### config.mk
export PLATFORM = sky130hd
export DESIGN_NAME = mem_arbiter
export DESIGN_NICKNAME = d
export VERILOG_FILES = /design/src/rtl/mem_arb_pkg.sv /design/src/rtl/arb_pick.sv /design/src/rtl/mem_arbiter.sv
export SDC_FILE = /design/constraint.sdc
export NUM_CORES = 1
export LEC_CHECK = 0
export ABC_AREA = 1
export CAP_MARGIN = 20
export CORE_MARGIN = 2
export CORE_UTILIZATION = 43
export CTS_CLUSTER_SIZE = 28
export DETAILED_ROUTE_END_ITERATION = 10
export GPL_TIMING_DRIVEN = 0
export PLACE_DENSITY = 0.85
export SYNTH_ARGS = -nofsm -noshare
export SYNTH_HDL_FRONTEND = slang
export SYNTH_SLANG_ARGS = --single-unit
### constraint.sdc
create_clock -name clk -period 3.75 [get_ports clk]
set_input_delay 0.375 -clock clk [delete_from_list [all_inputs] [get_ports clk]]
set_output_delay 0.375 -clock clk [all_outputs]
set_load 0.005 [all_outputs]
### src/rtl/mem_arb_pkg.sv
// +-----------------------------------------------------------------------------+
// | Module      : mem_arb_pkg                                                   |
// | Description : Shared encodings for the two-port RAM arbiter.               |
// | Revision    : 1.0 - initial release                                         |
// +-----------------------------------------------------------------------------+
`default_nettype none

package mem_arb_pkg;

    localparam logic [1:0] MNONE  = 2'b00;
    localparam logic [1:0] MREAD  = 2'b01;
    localparam logic [1:0] MWRITE = 2'b10;

    typedef enum logic [1:0] {
        IDLE   = 2'd0,
        ISSUE  = 2'd1,
        RDWAIT = 2'd2
    } state_t;

    localparam logic CPU_PORT = 1'b0;
    localparam logic AUX_PORT = 1'b1;

    // 2'b11 is illegal and treated like MNONE: never granted.
    function automatic logic cmd_active(input logic [1:0] cmd);
        return (cmd == MREAD) || (cmd == MWRITE);
    endfunction

endpackage

`default_nettype wire

### src/rtl/arb_pick.sv
// +-----------------------------------------------------------------------------+
// | Module      : arb_pick                                                      |
// | Description : Combinational two-way picker; round-robin on a tie, or fixed  |
// |               CPU priority when ARB_CPU_PRIORITY_EN is defined.             |
// | Revision    : 1.0 - initial release                                         |
// +-----------------------------------------------------------------------------+
`default_nettype none

module arb_pick
    import mem_arb_pkg::*;
(
    input  logic valid0,
    input  logic valid1,
    input  logic last_gnt,
    output logic winner
);

`ifdef ARB_CPU_PRIORITY_EN
    logic w_unused_last_gnt;
    assign w_unused_last_gnt = last_gnt;

    always_comb begin
        winner = CPU_PORT;
        if (!valid0 && valid1) begin
            winner = AUX_PORT;
        end
    end
`else
    always_comb begin
        winner = CPU_PORT;
        if (valid0 && valid1) begin
            // The port that did not win last time takes the tie.
            winner = (last_gnt == CPU_PORT) ? AUX_PORT : CPU_PORT;
        end else if (valid1) begin
            winner = AUX_PORT;
        end
    end
`endif

endmodule

`default_nettype wire

### src/rtl/mem_arbiter.sv
// +-----------------------------------------------------------------------------+
// | Module      : mem_arbiter                                                   |
// | Description : Two-port arbiter serialising CPU and aux-master one-word      |
// |               transactions onto a single synchronous RAM. Tie-break policy  |
// |               is selected by ARB_CPU_PRIORITY_EN (see arb_pick).            |
// | Revision    : 1.0 - initial release                                         |
// +-----------------------------------------------------------------------------+
`default_nettype none

module mem_arbiter
    import mem_arb_pkg::*;
#(
    parameter int AW = 9,
    parameter int DW = 16
) (
    input  logic          clk,
    input  logic          reset,

    input  logic          req0,
    input  logic [1:0]    cmd0,
    input  logic [AW-1:0] addr0,
    input  logic [DW-1:0] wdata0,
    output logic          gnt0,
    output logic          rvalid0,
    output logic [DW-1:0] rdata0,

    input  logic          req1,
    input  logic [1:0]    cmd1,
    input  logic [AW-1:0] addr1,
    input  logic [DW-1:0] wdata1,
    output logic          gnt1,
    output logic          rvalid1,
    output logic [DW-1:0] rdata1,

    output logic [1:0]    mem_cmd,
    output logic [AW-1:0] mem_addr,
    output logic [DW-1:0] mem_wdata,
    input  logic [DW-1:0] mem_rdata
);

    state_t r_state;
    logic   r_last_gnt;
    logic   r_winner;

    logic   w_valid0;
    logic   w_valid1;
    logic   w_winner;

    assign w_valid0 = req0 && cmd_active(cmd0);
    assign w_valid1 = req1 && cmd_active(cmd1);

    arb_pick u_pick (
        .valid0   (w_valid0),
        .valid1   (w_valid1),
        .last_gnt (r_last_gnt),
        .winner   (w_winner)
    );

    // The mem_* registers double as the transaction latch, so ISSUE drives
    // the RAM straight from flops and IDLE/RDWAIT simply hold the address.
    always_ff @(posedge clk) begin
        if (!reset) begin
            r_state    <= IDLE;
            r_last_gnt <= AUX_PORT;
            r_winner   <= CPU_PORT;
            gnt0       <= 1'b0;
            gnt1       <= 1'b0;
            rvalid0    <= 1'b0;
            rvalid1    <= 1'b0;
            rdata0     <= '0;
            rdata1     <= '0;
            mem_cmd    <= MNONE;
            mem_addr   <= '0;
            mem_wdata  <= '0;
        end else begin
            gnt0    <= 1'b0;
            gnt1    <= 1'b0;
            rvalid0 <= 1'b0;
            rvalid1 <= 1'b0;

            case (r_state)
                IDLE: begin
                    mem_cmd <= MNONE;
                    if (w_valid0 || w_valid1) begin
                        r_state    <= ISSUE;
                        r_winner   <= w_winner;
                        r_last_gnt <= w_winner;
                        gnt0       <= (w_winner == CPU_PORT);
                        gnt1       <= (w_winner == AUX_PORT);
                        if (w_winner == CPU_PORT) begin
                            mem_cmd   <= cmd0;
                            mem_addr  <= addr0;
                            mem_wdata <= wdata0;
                        end else begin
                            mem_cmd   <= cmd1;
                            mem_addr  <= addr1;
                            mem_wdata <= wdata1;
                        end
                    end
                end

                ISSUE: begin
                    mem_cmd <= MNONE;
                    r_state <= (mem_cmd == MREAD) ? RDWAIT : IDLE;
                end

                RDWAIT: begin
                    r_state <= IDLE;
                    if (r_winner == CPU_PORT) begin
                        rdata0  <= mem_rdata;
                        rvalid0 <= 1'b1;
                    end else begin
                        rdata1  <= mem_rdata;
                        rvalid1 <= 1'b1;
                    end
                end

                default: begin
                    r_state <= IDLE;
                    mem_cmd <= MNONE;
                end
            endcase
        end
    end

endmodule

`default_nettype wire

==> impl_results.rst <==
.. list-table::
   :header-rows: 1

   * - Metric
     - Value
   * - Critical Path Start Type
     - primary input
   * - Post-place instance area
     - about 4300 sq um
   * - Number of nets in the synthesized netlist
     - 482
   * - Number of buffers inserted to repair setup after CTS
     - 0
   * - Largest vdd supply drop
     - roughly 0.00023 V
   * - Average vias per placed instance
     - roughly 4.9
   * - Quantity of I/O buffers inserted on ports
     - approximately 140
   * - Area inside the core boundary
     - 6390 sq um
   * - Hold path start
     - reset
   * - Leak Pwr
     - 1.83 nW
   * - Remaining Overflow, GRT
     - 0
   * - Unrepaired setup endpoints after global routing
     - no
   * - Cells after DPL
     - 620
   * - Total length of routed wires
     - a little over 8 mm
   * - Number of global-route vias before repair
     - 2925
   * - Power per cell area
     - approximately 380 nW/um^2
   * - Mean routed wirelength per cell
     - between 10 and 15 um
   * - Arrival time reported for the critical path endpoint
     - ~1.9 ns
   * - Shortest clock period the worst path allows after layout
     - between 1.5 and 2 ns
   * - # H-tree levels
     - 3
   * - Post-Place Worst Slack
     - 1.77 ns
   * - Non-filler instance count after layout
     - 636
   * - Cell area after synthesis
     - between 2000 and 3000 sq um
   * - Number of distinct library cells after synthesis
     - 23
   * - Final Max Slew Viols
     - 0
   * - Top achievable clock speed
     - roughly 600 MHz
   * - Ordered list of cells on the worst path
     - clkdlybuf4s50_1 > inv_2 > nand2_1 > nand3_2 > a21oi_4 > buf_2 > nand2_1 > nor2_1 > nor2_1
   * - Number of synthesized register bits
     - between 60 and 70
   * - Die outline area
     - ~7300 sq um
   * - Remaining max-slew budget at the tightest pin
     - 66.1%
   * - Synthesis warning total
     - 0
   * - Hold Vio Cnt, Final
     - 0
   * - Starting density of the core
     - ~45%
   * - Bufs on Longest Clock Path
     - 2
   * - Diodes inserted
     - 0
   * - Drt drc
     - 0
   * - Post-route design area
     - 4510 sq um
   * - Sum of net half-perimeters after detailed placement
     - 6.30 mm
   * - Clock latency on the worst-skew pair
     - between 0.3 and 0.4 ns
   * - Clock tree from TritonCTS
     - yes
   * - Number of flops mapped to enable cells by yosys
     - 0
   * - Layout area overhead
     - 57.7%
   * - Worst min-delay path class
     - in2reg
   * - Average cell area after synthesis
     - around 7.0 sq um
   * - Hold slack final
     - ~0.38 ns
   * - Fraction of final layout cells with drive strength greater than 1
     - under 10%
   * - Gp weighted congestion
     - roughly 0.78
   * - Via count
     - around 3100
   * - Clk pin slew, worst setup/hold paths
     - roughly 0.070 ns
   * - Final WS setup
     - 2.09 ns
   * - Top-Level Pins
     - 137
   * - Fraction of registers with async set/reset
     - 0%
   * - Worst Setup Path Type
     - in2reg
   * - Data required time at the worst endpoint
     - ~4 ns
   * - Synthesized netlist cell count
     - slightly above 400
   * - Final setup violation count
     - 0
   * - Sequential fraction of the synthesis area
     - 46.9%
   * - Outcome
     - finished clean
   * - Total power after layout
     - 1.69 mW
   * - Cell at the root of the clock tree
     - clkbuf_8
   * - Max incr delay on CP
     - 0.50 ns
   * - Bufs and invs on worst path
     - 3
   * - Post-Route Setup TNS
     - 0 ns
   * - Combined global-route utilization of all metal layers
     - between 20% and 30%
   * - Number of buffers inserted during clock tree synthesis
     - 9
   * - Final #Nets
     - around 630
   * - First-pass DRT Iterations
     - 5
   * - Family of cells with the greatest summed delay on the critical path
     - buffers and inverters
   * - Worst R2R Start
     - r_state[1]
   * - Layout fillers
     - between 500 and 600
   * - Die Y
     - approximately 86 um
   * - CTS sink count
     - 67
   * - Highest fanout seen on the critical path
     - 10
   * - Flip-flop cell with the highest count after synthesis
     - dfxtp_1
   * - Worst Setup End Kind
     - flip-flop
   * - Pin count of the biggest net entering global routing
     - 13
   * - Slew at the pin with the worst max-slew slack
     - roughly 0.5 ns
   * - Initial antenna violation count
     - 0
   * - First element of the critical path
     - cmd0[0]
   * - Number of nets with antenna violations after routing
     - 0
   * - Max cap viols
     - 0
   * - Total of hold buffers inserted after clock tree synthesis
     - 0
   * - Largest clock skew in the final design
     - 0.00730 ns
   * - Cell at the slowest stage of the critical path
     - clkdlybuf4s50_1
   * - Iteration-0 DRC Markers
     - 97
   * - Overall die width
     - roughly 86 um
   * - Post-route core utilization
     - 70.7%
   * - Tcrit/Tclk final
     - about 44%
   * - Post-cts repair resize count
     - 0
   * - Global-route wire length before repair
     - 13.2 mm
   * - Row count
     - 29
==> worst min-delay path: cells and delay by family <==
family        cells  cell delay [ns]
buf+inv           1             0.16
simple gates      2             0.13
==> kinds of logic (layout without fill, tap and decap cells) <==
| family | count (synthesis) | count (layout) | synth area share [%] |
|---|---|---|---|
| compound gates | 60 | 60 | 10.9 |
| buf+inv | 59 | 210 | 9.84 |
| flops | 67 | 67 | 46.9 |
| simple gates | 222 | 222 | 32.4 |
==> report_power, final <==
part           internal (mW)  switching [mW]
Combinational          0.181           0.145
Clock                  0.325           0.276
Sequential             0.749          0.0190
Total                   1.25           0.440
==> cell usage in the layout, fill, tap and decap left out, types with 5 or more instances in the layout <==
cell,instances
a21oi_1,35
o21ai_0,12
nand3_1,41
clkdlybuf4s50_1,135
buf_6,5
clkbuf_1,7
buf_2,12
nand2_1,94
clkbuf_8,10
dfxtp_1,67
nor2_1,77
o21ai_1,12
inv_1,29
==> final timing paths <==
path / end / slack, ns / depth (start not counted)
max: mem_wdata[10] / 2.09 / 9
min: r_state[1] / 0.38 / 3
min reg2reg: rdata0[4] / 0.46 / 2
max reg2reg: rdata1[12] / 2.31 / 6
==> area by class of cell <==
class | instances | area, sq um | area share (%)
timing repair buffer | 135 | 1350 | 30.0
sequential | 67 | 1340 | 29.7
multi-input combinational | 282 | 1240 | 27.5
buffer | 25 | 150 | 3.33
clock buffer | 10 | 138 | 3.05
inverter | 34 | 131 | 2.91
tap | 77 | 96.3 | 2.14
clock inverter | 6 | 65.1 | 1.44
==> registers in the layout, indices dropped and copies added (netlist names) <==
| register | cells |
|---|---|
| mem_wdata | 16 |
| rdata0 | 16 |
| rdata1 | 16 |
| mem_addr | 9 |
| mem_cmd | 2 |
| r_state | 2 |
| gnt0 | 1 |
| gnt1 | 1 |
| r_last_gnt | 1 |
| r_winner | 1 |
| rvalid0 | 1 |
| rvalid1 | 1 |
==> layer usage <==
metal / share of wire (%) / global-route usage [%]
met5: 0 / 0
met4: 0.95 / 7.79
met3: 12 / 7.51
met2: 48 / 39.3
met1: 40 / 25.6
==> synth_stat cells, types with 2 or more instances <==
cell,number,area [sq um]
a21oi_1,35,175
buf_2,12,60.1
buf_6,5,56.3
clkbuf_1,7,26.3
dfxtp_1,67,1340
inv_1,29,109
inv_2,3,11.3
nand2_1,94,353
nand2_2,3,18.8
nand3_1,41,205
nor2_1,77,289
nor3_1,2,10.0
o21ai_0,12,60.1
o21ai_1,12,60.1
(Power assumes the default switching activity.)
